==> config.mk <==
export PLATFORM = sky130hd
export DESIGN_NAME = seg7_scan_driver_flat
export DESIGN_NICKNAME = d
export VERILOG_FILES = /design/src/rtl/seg7_scan_driver_if.sv /design/src/rtl/seg7_scan_driver.sv /design/src/flat_wrapper.sv
export SDC_FILE = /design/constraint.sdc
export NUM_CORES = 1
export LEC_CHECK = 0
export BUFFER_PORTS_ARGS = -buffer_cell sky130_fd_sc_hd__buf_4
export CAP_MARGIN = 10
export CORE_MARGIN = 2
export CORE_UTILIZATION = 51
export DETAILED_ROUTE_END_ITERATION = 8
export PLACE_DENSITY_LB_ADDON = 0.25
export SETUP_SLACK_MARGIN = 0.4
export SLEW_MARGIN = 0
export SYNTH_ARGS = -nofsm -noshare
export SYNTH_HDL_FRONTEND = slang
export SYNTH_SLANG_ARGS = --single-unit
==> constraint.sdc <==
create_clock -name clk -period 2.1 [get_ports clk]
set_clock_uncertainty 0.1 [all_clocks]
set_input_delay 0.105 -clock clk [delete_from_list [all_inputs] [get_ports clk]]
set_output_delay 0.105 -clock clk [all_outputs]
set_load 0.02 [all_outputs]
==> src/rtl/seg7_scan_driver_if.sv <==
// Capture bus from the processor into the seven-segment display stage.
// Valid-only handshake: data_in is taken on every rising clk edge where data_valid is 1; there is no ready, the sink always accepts.
interface seg7_scan_driver_if;
    logic [15:0] data_in;
    logic        data_valid;

    modport master (output data_in, output data_valid);
    modport slave  (input  data_in, input  data_valid);
endinterface

==> src/rtl/seg7_scan_driver.sv <==
// Four-digit common-anode seven-segment scan driver.
// Latches a 16-bit value and shows it as hex, with an anti-ghosting blank window and leading-zero blanking.
module seg7_scan_driver #(
    parameter int REFRESH_DIV  = 100000,
    parameter int BLANK_CYCLES = 16,
    parameter int CNT_W        = 17
) (
    input  logic                clk,
    input  logic                rst,
    seg7_scan_driver_if.slave   bus,
    input  logic                blank_lz,
    input  logic [3:0]          dp_en,
    output logic [3:0]          an,
    output logic [6:0]          seg,
    output logic                dp
);

    logic [15:0]      shown_q, shown_d;
    logic [CNT_W-1:0] cnt_q, cnt_d;
    logic [1:0]       idx_q, idx_d;
    logic [3:0]       an_q, an_d;
    logic [6:0]       seg_q, seg_d;
    logic             dp_q, dp_d;

    logic [3:0]       nibble;
    logic [6:0]       glyph;
    logic             lz;
    logic             blank;

    always_comb begin
        shown_d = shown_q;
        if (bus.data_valid) begin
            shown_d = bus.data_in;
        end
    end

    always_comb begin
        cnt_d = cnt_q + 1'b1;
        idx_d = idx_q;
        if (int'(cnt_q) == REFRESH_DIV - 1) begin
            cnt_d = '0;
            idx_d = idx_q + 2'd1;
        end
    end

    // A digit is a leading zero when it and every digit to its left are zero.
    always_comb begin
        lz = 1'b0;
        case (idx_q)
            2'd0:    lz = 1'b0;
            2'd1:    lz = (shown_q[15:4] == 12'h000);
            2'd2:    lz = (shown_q[15:8] == 8'h00);
            default: lz = (shown_q[15:12] == 4'h0);
        endcase
        lz = lz & blank_lz;
    end

    assign nibble = shown_q[{idx_q, 2'b00} +: 4];

    // Active-low segment patterns, bit order {g,f,e,d,c,b,a}.
    always_comb begin
        glyph = 7'h7F;
        case (nibble)
            4'h0: glyph = 7'h40;
            4'h1: glyph = 7'h79;
            4'h2: glyph = 7'h24;
            4'h3: glyph = 7'h30;
            4'h4: glyph = 7'h19;
            4'h5: glyph = 7'h12;
            4'h6: glyph = 7'h02;
            4'h7: glyph = 7'h78;
            4'h8: glyph = 7'h00;
            4'h9: glyph = 7'h10;
            4'hA: glyph = 7'h08;
            4'hB: glyph = 7'h03;
            4'hC: glyph = 7'h46;
            4'hD: glyph = 7'h21;
            4'hE: glyph = 7'h06;
            default: glyph = 7'h0E;
        endcase
    end

    always_comb begin
        blank = (int'(cnt_q) < BLANK_CYCLES) | lz;
        an_d  = 4'b1111;
        seg_d = 7'h7F;
        dp_d  = 1'b1;
        if (!blank) begin
            an_d  = ~(4'b0001 << idx_q);
            seg_d = glyph;
            dp_d  = ~dp_en[idx_q];
        end
    end

    always_ff @(posedge clk or posedge rst) begin
        if (rst) begin
            shown_q <= 16'h0000;
            cnt_q   <= '0;
            idx_q   <= 2'd0;
            an_q    <= 4'b1111;
            seg_q   <= 7'h7F;
            dp_q    <= 1'b1;
        end else begin
            shown_q <= shown_d;
            cnt_q   <= cnt_d;
            idx_q   <= idx_d;
            an_q    <= an_d;
            seg_q   <= seg_d;
            dp_q    <= dp_d;
        end
    end

    assign an  = an_q;
    assign seg = seg_q;
    assign dp  = dp_q;

    a_one_anode: assert property (@(posedge clk) disable iff (rst) $countones(~an_q) <= 1);
    a_cnt_range: assert property (@(posedge clk) disable iff (rst) int'(cnt_q) < REFRESH_DIV);

endmodule

==> src/flat_wrapper.sv <==
// flat-port wrapper written by rule: the top's interface ports become plain ports
module seg7_scan_driver_flat 
#(
    parameter int REFRESH_DIV  = 100000,
    parameter int BLANK_CYCLES = 16,
    parameter int CNT_W        = 17
)
  (clk, rst, blank_lz, dp_en, an, seg, dp, bus_data_in, bus_data_valid);
  seg7_scan_driver_if bus_i ();
  input  logic clk;
  input  logic rst;
  input  logic blank_lz;
  input  logic [3:0] dp_en;
  output logic [3:0] an;
  output logic [6:0] seg;
  output logic dp;
  input wire logic [$bits(bus_i.data_in)-1:0] bus_data_in;
  input wire logic [$bits(bus_i.data_valid)-1:0] bus_data_valid;
  assign bus_i.data_in = bus_data_in;
  assign bus_i.data_valid = bus_data_valid;
  seg7_scan_driver #(.REFRESH_DIV(REFRESH_DIV), .BLANK_CYCLES(BLANK_CYCLES), .CNT_W(CNT_W)) u_core (.clk(clk), .rst(rst), .bus(bus_i), .blank_lz(blank_lz), .dp_en(dp_en), .an(an), .seg(seg), .dp(dp));
endmodule
-- Word level (Yosys, flattened, before mapping)
Memory sizes are Yosys's and may differ from the RTL's.
Index checks and enable logic that the tools add are counted.
- equality and inequality tests: 3
- reduce and logical (&&, ||, !) cells: 4
- multiplexer cells: 7
- add/sub/neg operators: 2
- order comparisons: 2
- bitwise operators: 4
- shifts and indexed selects: 2
- operator list (cell ; number):
    adder 17 x 1 -> 17 bit (second input constant) ; 1
    == test 17 x 16 -> 1 bit (second input constant) ; 1
    < comparator 17 x 5 -> 1 bit (second input constant) ; 1
    two-way mux 17 bit ; 1
    indexed part select 16 x 5 -> 4 bit ; 1
    logical NOT 12 bit ; 1
    logical NOT 8 bit ; 1
    two-way mux 7 bit ; 1
    logical NOT 4 bit ; 1
    two-way mux 4 bit ; 1
    NOT 4 bit ; 1
    << shifter 1 x 2 -> 4 bit (first input constant) ; 1
    < comparator 2 x 3 -> 1 bit (second input constant) ; 1
    one-hot mux 1 bit (3 select lines) ; 1
    adder 2 x 1 -> 2 bit (second input constant) ; 1
    binary-select mux 1 bit (select 2 bit) ; 1
    == test 2 x 1 -> 1 bit (second input constant) ; 1
    == test 2 bit (second input constant) ; 1
    logical NOT 2 bit ; 1
    two-way mux 1 bit ; 2
    AND 1 bit ; 1
    NOT 1 bit ; 1
    bitwise OR 1 bit ; 1
- bits of input ports: 24
- bits in registers: 47
- bits in read-only memories: 112
- word-level logic and storage cells: 31
- memories kept: 1
- memory list (name ; depth ; bits a word ; rd ports ; clocked after Yosys merged registers in ; wr ports ; RTL line ; text):
    (no name shown) ; 16 ; 7 ; 1 ; 0 ; 0 ; seg7_scan_driver.sv:63 ; case (nibble)

-- Depth between registers and ports, before layout
- word-level depth: 5
- gate-level depth with buffers: 8
- mapped depth without buffers: 7

-- Worst setup path after synthesis
OpenSTA, ideal clock, no wires.
- kind: flip-flop to flip-flop
- start: reg u_core.idx_q[0]
- end: reg u_core.seg_q[3], in the netlist u_core.seg[3]
- period minus slack after synthesis: 2012 ps
- arrival: 1820 ps
- slack: 88 ps
- library setup time: 92 ps
- path buffers: 1
- data required time: 1908 ps
- cell stages (with the launch flop): 8
- cells stage by stage: dfrtp_1 -> buf_6 -> mux4_1 -> ha_1 -> inv_1 -> nor2_1 -> o32ai_1 -> nand2_1
- longest elaborated chain between the ends: 5
- elaborated cells between the ends (all ways): 9
- classes of those cells: eq/ne: 2; shift: 1; mux: 2; bitwise: 2; reduce/logical: 1; memory: 1
- RTL lines (what ; RTL line ; text):
    start: declaration ; seg7_scan_driver.sv:20 ; logic [1:0] idx_q, idx_d;
    start signal: assignment ; seg7_scan_driver.sv:106 ; idx_q <= idx_d;
    branches (longest 4 deep; another with memory (16 x 7 bit)) ; - ;
    two-way mux 7 bit (*) ; seg7_scan_driver.sv:88 ; if (!blank) begin
    named net u_core.seg_d[3] ; seg7_scan_driver.sv:22 ; logic [6:0] seg_q, seg_d;
    end signal: assignment ; seg7_scan_driver.sv:108 ; seg_q <= seg_d;
    end: declaration ; seg7_scan_driver.sv:22 ;
Mark *: on every way through the listed nets, which the timed path passes.
A chain may end at the register's enable or synchronous reset.

-- Final worst setup path
- start: reg u_core.idx_q[0]
- end: reg u_core.seg_q[4], in the netlist u_core.seg[4]
The elaborated chain is that of the path after synthesis.

==> metrics.md <==
| Metric | Value |
|---|---|
| Critical Path End | `u_core.seg[4]` |
| Cell count of the worst reg-to-reg path | `5` |
| Top cell type's share of synthesized area | `36.2%` |
| Setup-failing EPs final | `0` |
| Gate count after technology mapping | `198` |
| Share of the synthesized netlist area taken by xor and xnor gates | `6.52%` |
| Global-route wire length before repair | `roughly 8000 um` |
| Adder and majority cell fraction of the synthesized area | `6.21%` |
| Worst rel slew slack | `a little under 70%` |
| Required time at the endpoint of the critical path | `2240 ps` |
| Top flip-flop cell by instance count after synthesis | `sky130_fd_sc_hd__dfrtp_1` |
| Detailed-route wire length | `4960 um` |
| Part of the Yosys area used for sequential elements | `roughly 49%` |
| Class of the tightest hold or removal check | `input pin to register` |
| HPWL Detailed | `3220 um` |
| Number of optimization iterations in the first detailed-route pass | `4` |
| Status | `finished, final reports clean` |
| Max FO, Critical Path | `7` |
| Period utilization | `between 90% and 100%` |
| Capturing point of the worst reg2reg path | `u_core.seg[4]` |
| Core Footprint | `4660 um^2` |
| Fraction of final layout cells sized beyond drive strength 1 | `47.6%` |
| Iter 0 DRT Violations | `91` |
| Maximum achievable frequency | `approximately 0.52 GHz` |
| MaxCap Viol Count | `0` |
| Count of filler cells inserted in the layout | `330` |
| Minimum setup slack after placement | `77.1 ps` |
| Simple-gate area share of the yosys netlist | `between 10 and 15%` |
| Full die area | `5310 um^2` |
| Reported leakage power | `1.44 nW` |
| Count of antenna-violating nets left after detailed routing | `0` |
| Htree depth | `2` |
| VDD IR-drop max | `0.478 mV` |
| Worst slew pin tran | `468 ps` |
| Synth-to-layout area growth | `34.8%` |
| Area contributors post-synth | `sky130_fd_sc_hd__dfrtp_1 36%, sky130_fd_sc_hd__dfstp_2 13%, sky130_fd_sc_hd__mux2_2 7.5%, sky130_fd_sc_hd__ha_1 6.2%, sky130_fd_sc_hd__mux4_1 3.3%` |
| I/O pin cnt | `36` |
| Via count normalized by instance count | `5.36` |
| Post-synth top area cell | `sky130_fd_sc_hd__dfrtp_1` |
| Worst R2R Start | `u_core.idx_q[0]` |
| Share of cell area taken by muxes after synthesis | `15.0%` |
| Unrepaired setup endpoints after global routing | `true` |
| DRC violations left | `0` |
| Final Wtd Congestion | `slightly above 0.8` |
| Leading cell types by count after synthesis | `35 x sky130_fd_sc_hd__dfrtp_1, 16 x sky130_fd_sc_hd__mux2_2, 14 x sky130_fd_sc_hd__nand2_1, 14 x sky130_fd_sc_hd__nor2_1` |
| Reg2Reg Setup Slack | `between 150 and 200 ps` |
| Data arrival time at the worst-slack endpoint | `2050 ps` |
| Net Count, Synth | `234` |
| # placed instances | `284` |
| Largest net degree at the start of global routing | `48` |
| Power density relative to cell area | `633 nW/um^2` |
| Number of warnings issued by yosys | `0` |
| Root buffer cell | `sky130_fd_sc_hd__clkbuf_8` |
| Number of input and output port buffers inserted | `35` |
| Final sum of negative setup slack | `0 ps` |
| Endpoint class of the critical path | `register` |
| Number of storage elements in the synthesis netlist | `47` |
| Post-synthesis average cell area | `approximately 12 um^2` |
| Clock tree from TritonCTS | `yes` |
| N_diodes | `0` |
| Per-cell routed wire length | `15.3 um` |
| Die outline width | `72.8 um` |
| GRT overflow | `0` |
| Slack of the critical path | `slightly below 200 ps` |
| Cell depth of the worst min-delay path | `3` |
| Most repeated cell in the gate-level netlist after synthesis | `sky130_fd_sc_hd__dfrtp_1` |
| Nets@finish | `304` |
| GRT Util Overall | `19.9%` |
| Clock buffers created by TritonCTS | `5` |
| Routed vias | `1731` |
| Post-layout minimum cycle time | `1910 ps` |
| FFs w/ async S/R, synth | `between 90% and 100%` |
| Type of origin of the critical path | `register` |
| Num Clock Sinks | `47` |
| Post-route non-filler standard cell count | `323` |
| Category of the most critical setup path | `register to register` |
| Number of global-route vias before repair | `1667` |
| Total standard cell area after synthesis | `around 2400 um^2` |
| Count of different cell masters after synthesis | `37` |
| Complex-gate fraction of the synthesized area | `5.43%` |
| Height of the die | `72.8 um` |
| Worst setup path start | `u_core.idx_q[0]` |
| Final max-slew violation count | `0` |
| Clock Latency Late Sink | `300 ps` |
| Combinational family with the most area after synthesis | `multiplexers` |
| Number of buffers on the longest clock path | `2` |
| Initial antenna violation count | `0` |
| Effective utilization at floorplan | `51.9%` |
| Hold violation total from the final report | `0` |
| Clock-pin slew of the registers on the worst-case setup and hold paths | `roughly 80 ps` |
| Number of placement rows | `25` |
| Number of enable-type register cells in the synthesized netlist | `0` |
worst min-delay path by stage:
stage,startpoint,to
finish,dp_en[3],u_core.dp
global route,dp_en[3],u_core.dp
CTS,dp_en[3],u_core.dp
detailed placement,rst,u_core.cnt_q[0]
global placement,rst,u_core.cnt_q[0]
floorplan,bus_data_in[10],u_core.shown_q[10]
registers in the layout, summed over array words and instances (netlist names):
signal          flops
u_core.cnt_q       17
u_core.shown_q     16
u_core.seg          7
u_core.an           4
u_core.idx_q        2
u_core.dp           1
metal layers:
layer	vias up	routed length [um]	GRT usage, %
met5	-	0	0
met3	10	192	4.70
met1	839	2300	28.2
met2	39	2370	29.6
met4	0	93	7.82
li1	843	-	-
through the flow:
step | instance area [um^2] | utilization (%) | power, W | hold WS, ps
5_1_grt | 3260 | 69.9 | 0.00216 | 33.8
3_3_place_gp | 2760 | 59.2 | 0.00134 | 70.2
6_report | 3260 | 69.9 | 0.00206 | 46.3
4_1_cts | 3180 | 68.2 | 0.00207 | 28.7
3_5_place_dp | 2760 | 59.2 | 0.00134 | 72.8
2_1_floorplan | 2440 | - | 0.00123 | 157
cell families (layout without fill, tap and decap cells):
group | after synthesis | in the layout
AND/OR/NAND/NOR | 65 | 65
XOR/XNOR | 18 | 18
AO/OA/AOI/OAI | 16 | 16
multiplexers | 25 | 25
flip-flops | 47 | 47
buffers and inverters | 15 | 86
adder cells (fa/ha/maj) | 12 | 12
critical path, stage by stage, from the launching register on:
cell and delay (ps):
sky130_fd_sc_hd__dfrtp_2 430, sky130_fd_sc_hd__buf_4 140, sky130_fd_sc_hd__mux4_2 580, sky130_fd_sc_hd__buf_4 190, sky130_fd_sc_hd__a211o_2 330, sky130_fd_sc_hd__nand3_1 80
power breakdown:
part           total (W)  internal (W)  leakage, nW  switching, W
Clock           0.000679      0.000385       0.0612      0.000293
Sequential       0.00101      0.000977        0.559     0.0000376
Combinational   0.000371      0.000199        0.818      0.000172
layout make-up:
| type | count | area [um^2] | area share (%) |
|---|---|---|---|
| Multi-Input combinational cell | 136 | 1250 | 38.5 |
| Timing Repair Buffer | 70 | 588 | 18.0 |
| Sequential cell | 47 | 1190 | 36.7 |
| Tap cell | 54 | 67.6 | 2.07 |
| Clock inverter | 2 | 35.0 | 1.08 |
| Inverter | 8 | 35.0 | 1.08 |
| Clock buffer | 6 | 82.6 | 2.53 |
timing repair:
action,CTS,global route
hold buffers,17,0
setup buffers,9,5
pin swaps,7,5
resized for setup,14,10
hold endpoints to repair,63,0
endpoints found under the setup margin,20,16
cell usage in the layout, fill, tap and decap left out, drive strengths merged, types with 5 or more instances in the layout:
cell and count:
buf 53, dfrtp 35, dlygate4sd3 17, mux2 17, nor2 16, nand2 14
dfstp 12, ha 12, nand3 10, xor2 9, xnor2 9, inv 7
nand4 6, clkbuf 6, mux4 6, nor4 5, a21oi 5, nor3 5
Power figures use the tool's default switching activity.
